**config.mk**
```make
export PLATFORM = sky130hd
export DESIGN_NAME = mod_updown_counter
export DESIGN_NICKNAME = d
export VERILOG_FILES = /design/src/rtl/counter_pkg.sv /design/src/rtl/mod_updown_counter.sv
export SDC_FILE = /design/constraint.sdc
export NUM_CORES = 1
export LEC_CHECK = 0
export ABC_AREA = 0
export ABC_CLOCK_PERIOD_IN_PS = 3400
export BUFFER_PORTS_ARGS = -buffer_cell sky130_fd_sc_hd__buf_2
export CAP_MARGIN = 20
export CORE_UTILIZATION = 43
export DETAILED_ROUTE_END_ITERATION = 10
export PLACE_DENSITY = 0.66
export SLEW_MARGIN = 10
export SYNTH_ARGS = -nofsm -noshare
export SYNTH_HDL_FRONTEND = slang
export SYNTH_SLANG_ARGS = --single-unit
```
**constraint.sdc**
```tcl
create_clock -name clk -period 3.4 [get_ports clk]
set_input_delay 0.68 -clock clk [delete_from_list [all_inputs] [get_ports clk]]
set_output_delay 0.68 -clock clk [all_outputs]
set_load 0.1 [all_outputs]
```
**src/rtl/counter_pkg.sv**
```systemverilog
// ============================================================================
// Module  : counter_pkg
// Brief   : Mode and direction encodings shared by the up/down counter.
// Revision: 1.0 - initial release
// ============================================================================
`default_nettype none

package counter_pkg;
    localparam logic MODE_WRAP = 1'b0;
    localparam logic MODE_SAT  = 1'b1;
    localparam logic DIR_DOWN  = 1'b0;
    localparam logic DIR_UP    = 1'b1;
endpackage

`default_nettype wire

```
**src/rtl/mod_updown_counter.sv**
```systemverilog
// ============================================================================
// Module  : mod_updown_counter
// Brief   : N-bit up/down counter with runtime bound, wrap/saturate modes,
//           combinational terminal count and registered boundary pulses.
// Revision: 1.0 - initial release
// ============================================================================
`default_nettype none

module mod_updown_counter
    import counter_pkg::*;
#(
    parameter int N = 4
) (
    input  logic         clk,
    input  logic         rst,
    input  logic         clr,
    input  logic         load,
    input  logic [N-1:0] load_val,
    input  logic         en,
    input  logic         up_down,
    input  logic         sat_mode,
    input  logic [N-1:0] max_val,
    output logic [N-1:0] count,
    output logic         tc,
    output logic         ovf,
    output logic         unf
);

    localparam logic [N-1:0] c_ZERO = '0;
    localparam logic [N-1:0] c_ONE  = N'(1);

    logic [N-1:0] count_q, count_d;
    logic         ovf_q, ovf_d;
    logic         unf_q, unf_d;
    logic [N-1:0] w_load_clamped;

    assign w_load_clamped = (load_val > max_val) ? max_val : load_val;

    // Boundaries are tested before the +/-1 so no N-bit overflow can occur.
    always_comb begin
        count_d = count_q;
        ovf_d   = 1'b0;
        unf_d   = 1'b0;
        if (clr) begin
            count_d = c_ZERO;
        end else if (load) begin
            count_d = w_load_clamped;
        end else if (en) begin
            if (up_down == DIR_UP) begin
                if (count_q >= max_val) begin
                    ovf_d   = 1'b1;
                    count_d = (sat_mode == MODE_SAT) ? max_val : c_ZERO;
                end else begin
                    count_d = count_q + c_ONE;
                end
            end else begin
                if (count_q == c_ZERO) begin
                    unf_d   = 1'b1;
                    count_d = (sat_mode == MODE_SAT) ? c_ZERO : max_val;
                end else if (count_q > max_val) begin
                    // Bound was lowered under us: snap back into range silently.
                    count_d = max_val;
                end else begin
                    count_d = count_q - c_ONE;
                end
            end
        end
    end

    always_ff @(posedge clk) begin
        if (rst) begin
            count_q <= c_ZERO;
            ovf_q   <= 1'b0;
            unf_q   <= 1'b0;
        end else begin
            count_q <= count_d;
            ovf_q   <= ovf_d;
            unf_q   <= unf_d;
        end
    end

    assign count = count_q;
    assign ovf   = ovf_q;
    assign unf   = unf_q;
    assign tc    = (up_down == DIR_UP) ? (count_q >= max_val) : (count_q == c_ZERO);

endmodule

`default_nettype wire

```
==> run metrics, run 1 <==
Cells after Synth ~100; Fin Clk Skew 0.009736 ns; worst slew pin tran about 0.53 ns; unrepaired setup endpoints after global routing no; Max-Cap Viols 0; total CTS buffers 3; Cell variety after synth 44; reg2reg path depth 7; FF/Latch Area 120.1 µm²; Final nets between 150 and 200; ANT cells 0; TritonCTS clock tree yes; area of the multi-input gates 676.9 µm²; WL final 2.106 mm; XOR/XNOR Fraction of Synth Area 2.105%; largest family of logic cells by synthesized area compound AO/OA/AOI/OAI gates; Crit Reg-Reg Endpoint count[0]; hold buffer count at cts 0; HP Class flip-flop to flip-flop; H-tree levels 1; initial antenna violation count 0; Top Family by Delay on Critical Path simple AND/OR/NAND/NOR gates; Vias approximately 880; mean routed wirelength per cell roughly 14 µm; Synth Net Count 127; adder-cell share of the synthesized area 15.04%; CP bufs+invs 3; Placer Congestion 0.8744; Pleak 0.4511 nW; Ports 22; cell taking the most area after synthesis ha_1; DP HPWL between 1.5 and 2 mm; DRT Pass-1 Iters 4; top-area cell type share of the netlist area 15.04%; clk sink count 6; hold path depth 2; CP max stage cell ha_1; crit-path most repeated cell buf_2; chip height 45.99 µm; Synth area leaders ha_1 (15%), dfxtp_1 (14%), nor2_1 (5.0%); Longest Clk Path Bufs 2; pin count of the biggest net entering global routing 14; R2R Setup Slk 1.19 ns; Mapped Area 832.0 µm²; Achievable Freq between 0.3 and 0.4 GHz; CP startpoint kind input pin; R2R Path Start count[0]; Setup crit end kind output pin; worst-path cell chain buf_2, inv_1, ha_1, nor2b_4, o211ai_4, nand3_1, nand2_1, o21ai_2, buf_2; DRC 0; slowest stage delay, CP 0.32 ns; #FFs+latches synth 6; syn_area_per_cell 8.157 µm²; Detail Route Antenna Nets 0; Rel. slew slack 64.55%; Final Hold Fails 0; placed standard-cell area 967.2 µm²; remaining global-route overflow 0; effective utilization at floorplan 47.16%; Final Max Slew Viols 0; CP arrival around 2.4 ns; Clock Pin Slew Worst Setup and Hold Paths 0.05 ns; share of layout cells above drive strength 1 31.45%; Layout area overhead 18.95%; Worst Path Required 2.72 ns; hold slack around 0.77 ns; vias in the first global route 798; DIE WIDTH approximately 46 µm; vias per inst 5.886; fin crit share 89.78%; first-pass GRT wire length about 3.6 mm; Hold EP count[0]; die area 0.002115 mm²; Worst Min Path Start count[0]; Resized cells post-CTS 0; multiplexer area fraction after synthesis 4.361%; CP Max Fanout 7; peak supply drop 0.1636 mV; Fillers 190; Final Cell Area 989.7 µm²; Clk Tree Root Cell clkbuf_4; worst skew pair latency 0.25 ns; yosys warns 0; DRT iter0 DRCs 25; # setup viols final 0; simple-gate area share of the yosys netlist between 20% and 30%; compound-cell area share of the yosys netlist 30.38%; number of port buffers 21; FP Rows 15; PwrDens 319.6 mW/mm²; outcome finished, final reports clean; Core ar. 0.001764 mm²; number of setup buffers added after CTS 0; Crit Path Category input pin to output pin; setup_tns 0 ns; sequential fraction of the synthesis area 14.44%; fin crit period 3.052 ns; Total GRT Usage around a quarter
worst max-delay path by stage:
stage | startpoint | endpoint | slack [ns] | cells past startpoint
final | max_val[1] | tc | 0.35 | 9
after global routing | max_val[1] | tc | 0.24 | 9
after CTS | max_val[1] | tc | 0.35 | 9
after detailed placement | max_val[1] | tc | 0.37 | 9
after global placement | max_val[1] | tc | 0.40 | 9
after floorplan | count[3] | tc | 0.34 | 5
layout by cell type (no fill, tap or decap), types with 2 or more instances in the layout:
master	n
buf_2	21
nor2_1	11
ha_1	10
nand2_1	8
inv_1	7
a21oi_1	6
dfxtp_1	6
nor3_1	5
o31ai_1	4
clkbuf_4	3
nand3_1	2
nor2b_1	2
and4_1	2
xnor2_1	2
and3_1	2
o21ai_0	2
nor4_1	2
worst reg2reg max path, stage by stage (launching register included):
cell and delay, ns:
dfxtp_1 0.45, inv_1 0.13, ha_1 0.31, nand4_2 0.12, a21boi_4 0.30, mux2_4 0.34, a2111oi_4 0.36, a2111oi_2 0.09
synthesized netlist by cell type, drive strengths merged:
cell type and n:
a21boi 1, nand3 2, inv 7, a311oi 1, or3 1, o211ai 3, clkbuf 2, o21bai 1
buf 1, a2111oi 3, nor3 5, a211oi 1, a21oi 7, mux2i 1, o21ai 3, and3 3
nand2b 1, and4 2, a31oi 1, and2 1, o31ai 4, a32oi 1, nor3b 1, ha 10
xnor2 2, dfxtp 6, a221oi 1, nor2b 3, a32o 1, mux2 2, nand3b 1, nand4 1
nand2 9, nor2 11, nor4 2
where the power goes:
part | internal [W] | leakage [nW] | switching, W | total (W)
Clock | 0.0000401 | 0.0138 | 0.0000285 | 0.0000686
Sequential | 0.0000738 | 0.0489 | 0.00000495 | 0.0000787
Combinational | 0.0000556 | 0.388 | 0.000113 | 0.000169
Total | 0.000170 | 0.451 | 0.000147 | 0.000316
cells by family (layout without fill, tap and decap cells):
group	after synthesis	count (layout)
DFF	6	6
muxes	3	3
buffers and inverters	10	32
and+or+nand+nor	43	43
adders and majority gates	10	10
xor gates and xnor gates	2	2
AOI/OAI and AO/OA	28	28
flip-flops by register name, indices dropped and copies added (netlist names):
name   count
count      4
unf        1
ovf        1
routing by layer:
layer  routed length, µm  GRT usage (%)
met1                 952          31.29
met2                1043          38.59
met3                 110          7.143
met4                   0          4.118
met5                   0              0
area by class of cell:
cell class	instances	area share (%)
inverter	7	2.655
timing repair buffer	22	11.38
clock buffer	3	2.276
multi-input combinational	86	68.39
tap	25	3.161
sequential	6	12.14
through the flow:
stage / total power, W / setup slack, ns / util [%] / instances
6_report: 0.0003163 / 0.3476 / 56.10 / 149
5_1_grt: 0.0003392 / 0.2419 / 56.10 / 149
2_1_floorplan: 0.0002112 / 0.3419 / - / 102
4_1_cts: 0.0003183 / 0.3524 / 56.10 / 149
3_5_place_dp: 0.0002475 / 0.3698 / 54.82 / 146
3_3_place_gp: 0.0002459 / 0.3959 / 54.82 / 146
No activity file was read; power rests on OpenSTA's default activity.
==> inputs of run 2 (changes only) <==
--- a/config.mk
+++ b/config.mk
@@ -6,12 +6,12 @@
 export NUM_CORES = 1
 export LEC_CHECK = 0
 export ABC_AREA = 0
-export ABC_CLOCK_PERIOD_IN_PS = 3400
+export ABC_CLOCK_PERIOD_IN_PS = 2700
 export BUFFER_PORTS_ARGS = -buffer_cell sky130_fd_sc_hd__buf_2
 export CAP_MARGIN = 20
 export CORE_UTILIZATION = 43
 export DETAILED_ROUTE_END_ITERATION = 10
-export PLACE_DENSITY = 0.66
+export PLACE_DENSITY = 0.7
 export SLEW_MARGIN = 10
 export SYNTH_ARGS = -nofsm -noshare
 export SYNTH_HDL_FRONTEND = slang
==> constraint.sdc (replaced) <==
create_clock -name clk -period 2.7 [get_ports clk]
set_input_delay 0.54 -clock clk [delete_from_list [all_inputs] [get_ports clk]]
set_output_delay 0.54 -clock clk [all_outputs]
set_load 0.1 [all_outputs]
==> run metrics, run 2 (synthesis results as in run 1) <==
Fin Clk Skew just over 0.005 ns; effective utilization at floorplan 47.16%; remaining global-route overflow 0; DRT iter0 DRCs 33; DP HPWL 1.708 mm; Worst Slack Setup Final 0.2739 ns; peak supply drop 0.2542 mV; Rel. slew slack 67.93%; H-tree levels 1; most used cells in the layout excluding fill and tap cells buf_2 (20), nor2_1 (11), ha_1 (10); Worst Path Required 2.16 ns; R2R Path Start count[1]; Crit Path Category input pin to output pin; WL final roughly 2.2 mm; # setup viols final 0; TritonCTS clock tree yes; Crit Reg-Reg Endpoint count[0]; worst-path cell chain buf_2, inv_1, ha_1, nor2b_4, o211ai_4, nand3_1, nand2_1, o21ai_2, buf_12; unrepaired setup endpoints after global routing no; DIE WIDTH roughly 46 µm; Pleak 0.4625 nW; reg2reg path depth 7; max reg flops 4; first-pass GRT wire length between 3 and 4 mm; clk sink count 6; Resized cells post-CTS 0; setup_tns 0 ns; Clk Tree Root Cell clkbuf_4; vias in the first global route between 700 and 800; CP arrival 1.89 ns; Ports 22; Final Util 57.66%; die area around 0.0021 mm²; Core ar. 0.001764 mm²; HP Class input pin to flip-flop; worst skew pair latency 0.25 ns; number of setup buffers added after CTS 0; ANT cells 0; slowest stage delay, CP ~0.33 ns; total CTS buffers 3; fin crit share between 80 and 90%; R2R Setup Slk roughly 0.6 ns; pin count of the biggest net entering global routing 14; chip height 45.99 µm; number of port buffers 21; fin crit period 2.426 ns; Longest Clk Path Bufs 2; DRT Pass-1 Iters 4; CP startpoint kind input pin; FP Rows 15; share of layout cells above drive strength 1 35.20%; outcome finished, final reports clean; Final Max Slew Viols 0; Fillers ~180; Placer Congestion 0.8529; CP Max Fanout 5; Final nets 152; Detail Route Antenna Nets 0; mean routed wirelength per cell between 10 and 15 µm; initial antenna violation count 0; Setup crit end kind output pin; Achievable Freq 0.4122 GHz; Final Hold Fails 0; PwrDens 409.9 mW/mm²; crit path capture tc; Setup WS pre-CTS between 0.2 and 0.25 ns; worst slew pin tran 0.4843 ns; Clock Pin Slew Worst Setup and Hold Paths 0.05 ns; vias per inst 5.660; Layout area overhead 22.26%; CP max stage cell ha_1; Critical path origin max_val[1]; Vias 849; most common cell after layout, fill and taps aside buf_2; Total GRT Usage 24.01%; hold buffer count at cts 0; DRC 0; Max-Cap Viols 0
-- run 2: cell count changes in the layout (fill, tap and decap cells not counted), sizes merged --
cell	change
buf	+1
-- run 2: area by class of cell --
type	count	area, µm²	share of cell area, %
multi-input combinational	86	676.9	66.54
timing repair buffer	23	135.1	13.28
clock buffer	3	22.52	2.214
sequential	6	125.1	12.30
tap	25	31.28	3.075
inverter	7	26.28	2.583
-- run 2: through the flow --
step                      instances  total power [W]  hold slack (ns)  area, µm²
after global placement          147        0.0003256           0.6916      994.7
final                           150        0.0004170           0.6323       1017
after CTS                       150        0.0004197           0.6189       1017
after detailed placement        147        0.0003281           0.6954      994.7
after floorplan                 102        0.0002668           0.7405      840.8
after global routing            150        0.0004412           0.6507       1017
-- run 2: how the worst min path moves through the flow --
stage / cells after the start / end / startpoint
after detailed placement: 2 / count[3] / count[3]
after CTS: 4 / count[3] / rst
final: 4 / count[3] / rst
after floorplan: 3 / count[3] / rst
after global routing: 4 / count[0] / rst
after global placement: 2 / count[3] / count[3]
-- run 2: layer usage --
metal	part of all wire, %	vias up	GRT usage (%)
li1	-	438	-
met1	47	371	32.71
met2	45	36	36.06
met3	6.6	4	5.159
met4	1.3	0	10.00
met5	0	-	0
-- run 2: worst max-delay path, delay by kind of cell --
family | cells | cell delay (ns)
buffers and inverters | 3 | 0.37
adder cells (fa/ha/maj) | 1 | 0.33
AO/OA/AOI/OAI | 2 | 0.26
AND/OR/NAND/NOR | 3 | 0.38
-- run 2: power breakdown --
group / switching, W / internal, W
Sequential: 0.00000815 / 0.0000937
Combinational: 0.000144 / 0.0000819
Clock: 0.0000381 / 0.0000507
==> inputs of run 3 (changes only) <==
--- a/config.mk
+++ b/config.mk
@@ -9,9 +9,11 @@
 export ABC_CLOCK_PERIOD_IN_PS = 2700
 export BUFFER_PORTS_ARGS = -buffer_cell sky130_fd_sc_hd__buf_2
 export CAP_MARGIN = 20
-export CORE_UTILIZATION = 43
+export CELL_PAD_IN_SITES_DETAIL_PLACEMENT = 0
+export CELL_PAD_IN_SITES_GLOBAL_PLACEMENT = 1
+export CORE_UTILIZATION = 34
 export DETAILED_ROUTE_END_ITERATION = 10
-export PLACE_DENSITY = 0.7
+export PLACE_DENSITY_LB_ADDON = 0.1
 export SLEW_MARGIN = 10
 export SYNTH_ARGS = -nofsm -noshare
 export SYNTH_HDL_FRONTEND = slang
==> run metrics, run 3 (synthesis results as in run 1) <==
HP Class input pin to flip-flop; Crit Path Category input pin to output pin; DRT iter0 DRCs 32; number of setup buffers added after CTS 0; CP startpoint kind input pin; hold path depth 4; DP HPWL about 1.8 mm; Worst Slack Setup Final 0.2381 ns; Layout area overhead 22.71%; Placer Congestion approximately 0.83; DRC 0; PwrDens a little over 400 mW/mm²; Core ar. 0.002255 mm²; FP Rows 17; Fin Clk Skew around 0.0056 ns; CP Max Fanout 5; fin crit period roughly 2.5 ns; fin crit share 91.18%; Switch Pwr 0.0001942 W; Worst Path Required around 2.2 ns; worst slew pin tran 0.4874 ns; P_int 0.0002264 W; worst skew pair latency 0.25 ns; share of layout cells above drive strength 1 35.20%; met3 global-route usage 4.167%; max reg flops 4; most common cell after layout, fill and taps aside buf_2; die area 0.002649 mm²; Total GRT Usage 19.68%; chip height 51.47 µm; Worst Min Path Start rst; reg2reg path depth 7; vias in the first global route 799; met1 usage a little over a quarter; total CTS buffers 3; outcome finished, final reports clean; Achievable Freq 0.4062 GHz; # setup viols final 0; Ports 22; Final Hold Fails 0; Setup crit end kind output pin; R2R Path Start count[1]; TritonCTS clock tree yes; ANT cells 0; hold buffer count at cts 0; placed cell count 150; WL final 2.332 mm; Detail Route Antenna Nets 0; DIE WIDTH 51.47 µm; clk sink count 6; Max-Cap Viols 0; Logic pwr share a little over half; effective utilization at floorplan 36.90%; peak supply drop 0.4199 mV; DRT Pass-1 Iters 4; unrepaired setup endpoints after global routing no; Rel. slew slack 67.73%; Reg power frac 24.4%; Final Max Slew Viols 0; Vias about 870; Longest Clk Path Bufs 2; clock network power share 21.3%; Setup WS pre-CTS 0.2290 ns; Resized cells post-CTS 0; number of port buffers 21; remaining global-route overflow 0; CP arrival 1.92 ns; Pleak 0.4625 nW; Non-Filler Instances 153; switch share 46.17%; vias per inst 5.667; pin count of the biggest net entering global routing 14; grt met2 use 32.25%; Final nets between 150 and 200; most used cells in the layout excluding fill and tap cells buf_2 (20), nor2_1 (11), ha_1 (10); Critical path origin max_val[1]; H-tree levels 1; Design Power 0.0004206 W; mean routed wirelength per cell 15.24 µm; Clock Pin Slew Worst Setup and Hold Paths 0.05 ns; Clk Tree Root Cell clkbuf_4; first-pass GRT wire length 3.870 mm; setup_tns 0 ns; initial antenna violation count 0; GRT busiest layer met2
==> run 3: area by class of cell <==
class | instances | area [µm²]
Sequential cell | 6 | 125.1
Timing Repair Buffer | 23 | 135.1
Clock buffer | 3 | 22.52
Tap cell | 28 | 35.03
Multi-Input combinational cell | 86 | 676.9
Fill cell | 243 | 1234
Inverter | 7 | 26.28
==> run 3: worst paths after layout <==
path / end / slack [ns]
worst max-delay path: tc / 0.24
worst min-delay path: count[3] / 0.63
worst max register to register: count[0] / 0.59
worst min register to register: count[2] / 0.72
==> run 3: power groups by stage <==
stage          combinational (W)  clock (W)  sequential [W]
2_1_floorplan           0.000136          0        0.000131
3_3_place_gp            0.000228          0        0.000104
3_5_place_dp            0.000227          0        0.000104
4_1_cts                 0.000228  0.0000904        0.000102
5_1_grt                 0.000246  0.0000947        0.000103
6_report                0.000228  0.0000896        0.000103
==> run 3: per-stage QoR <==
stage	cell area [µm²]	utilization, %	hold slack (ns)
2_1_floorplan	840.8	-	0.7405
3_3_place_gp	998.5	44.28	0.7015
3_5_place_dp	998.5	44.28	0.7017
4_1_cts	1021	45.28	0.6366
5_1_grt	1021	45.28	0.6493
6_report	1021	45.28	0.6325
==> run 3: worst max-delay path, stage by stage <==
cell,delay [ns]
buf_2,0.13
inv_1,0.06
ha_1,0.32
nor2b_4,0.14
o211ai_4,0.19
nand3_1,0.14
nand2_1,0.13
o21ai_2,0.08
buf_12,0.17
==> run 3: routing by layer <==
metal  wire [µm]  vias up
met1        1128      394
met4          34        0
li1            -      437
met3         155        5
met5           0        -
met2        1013       31
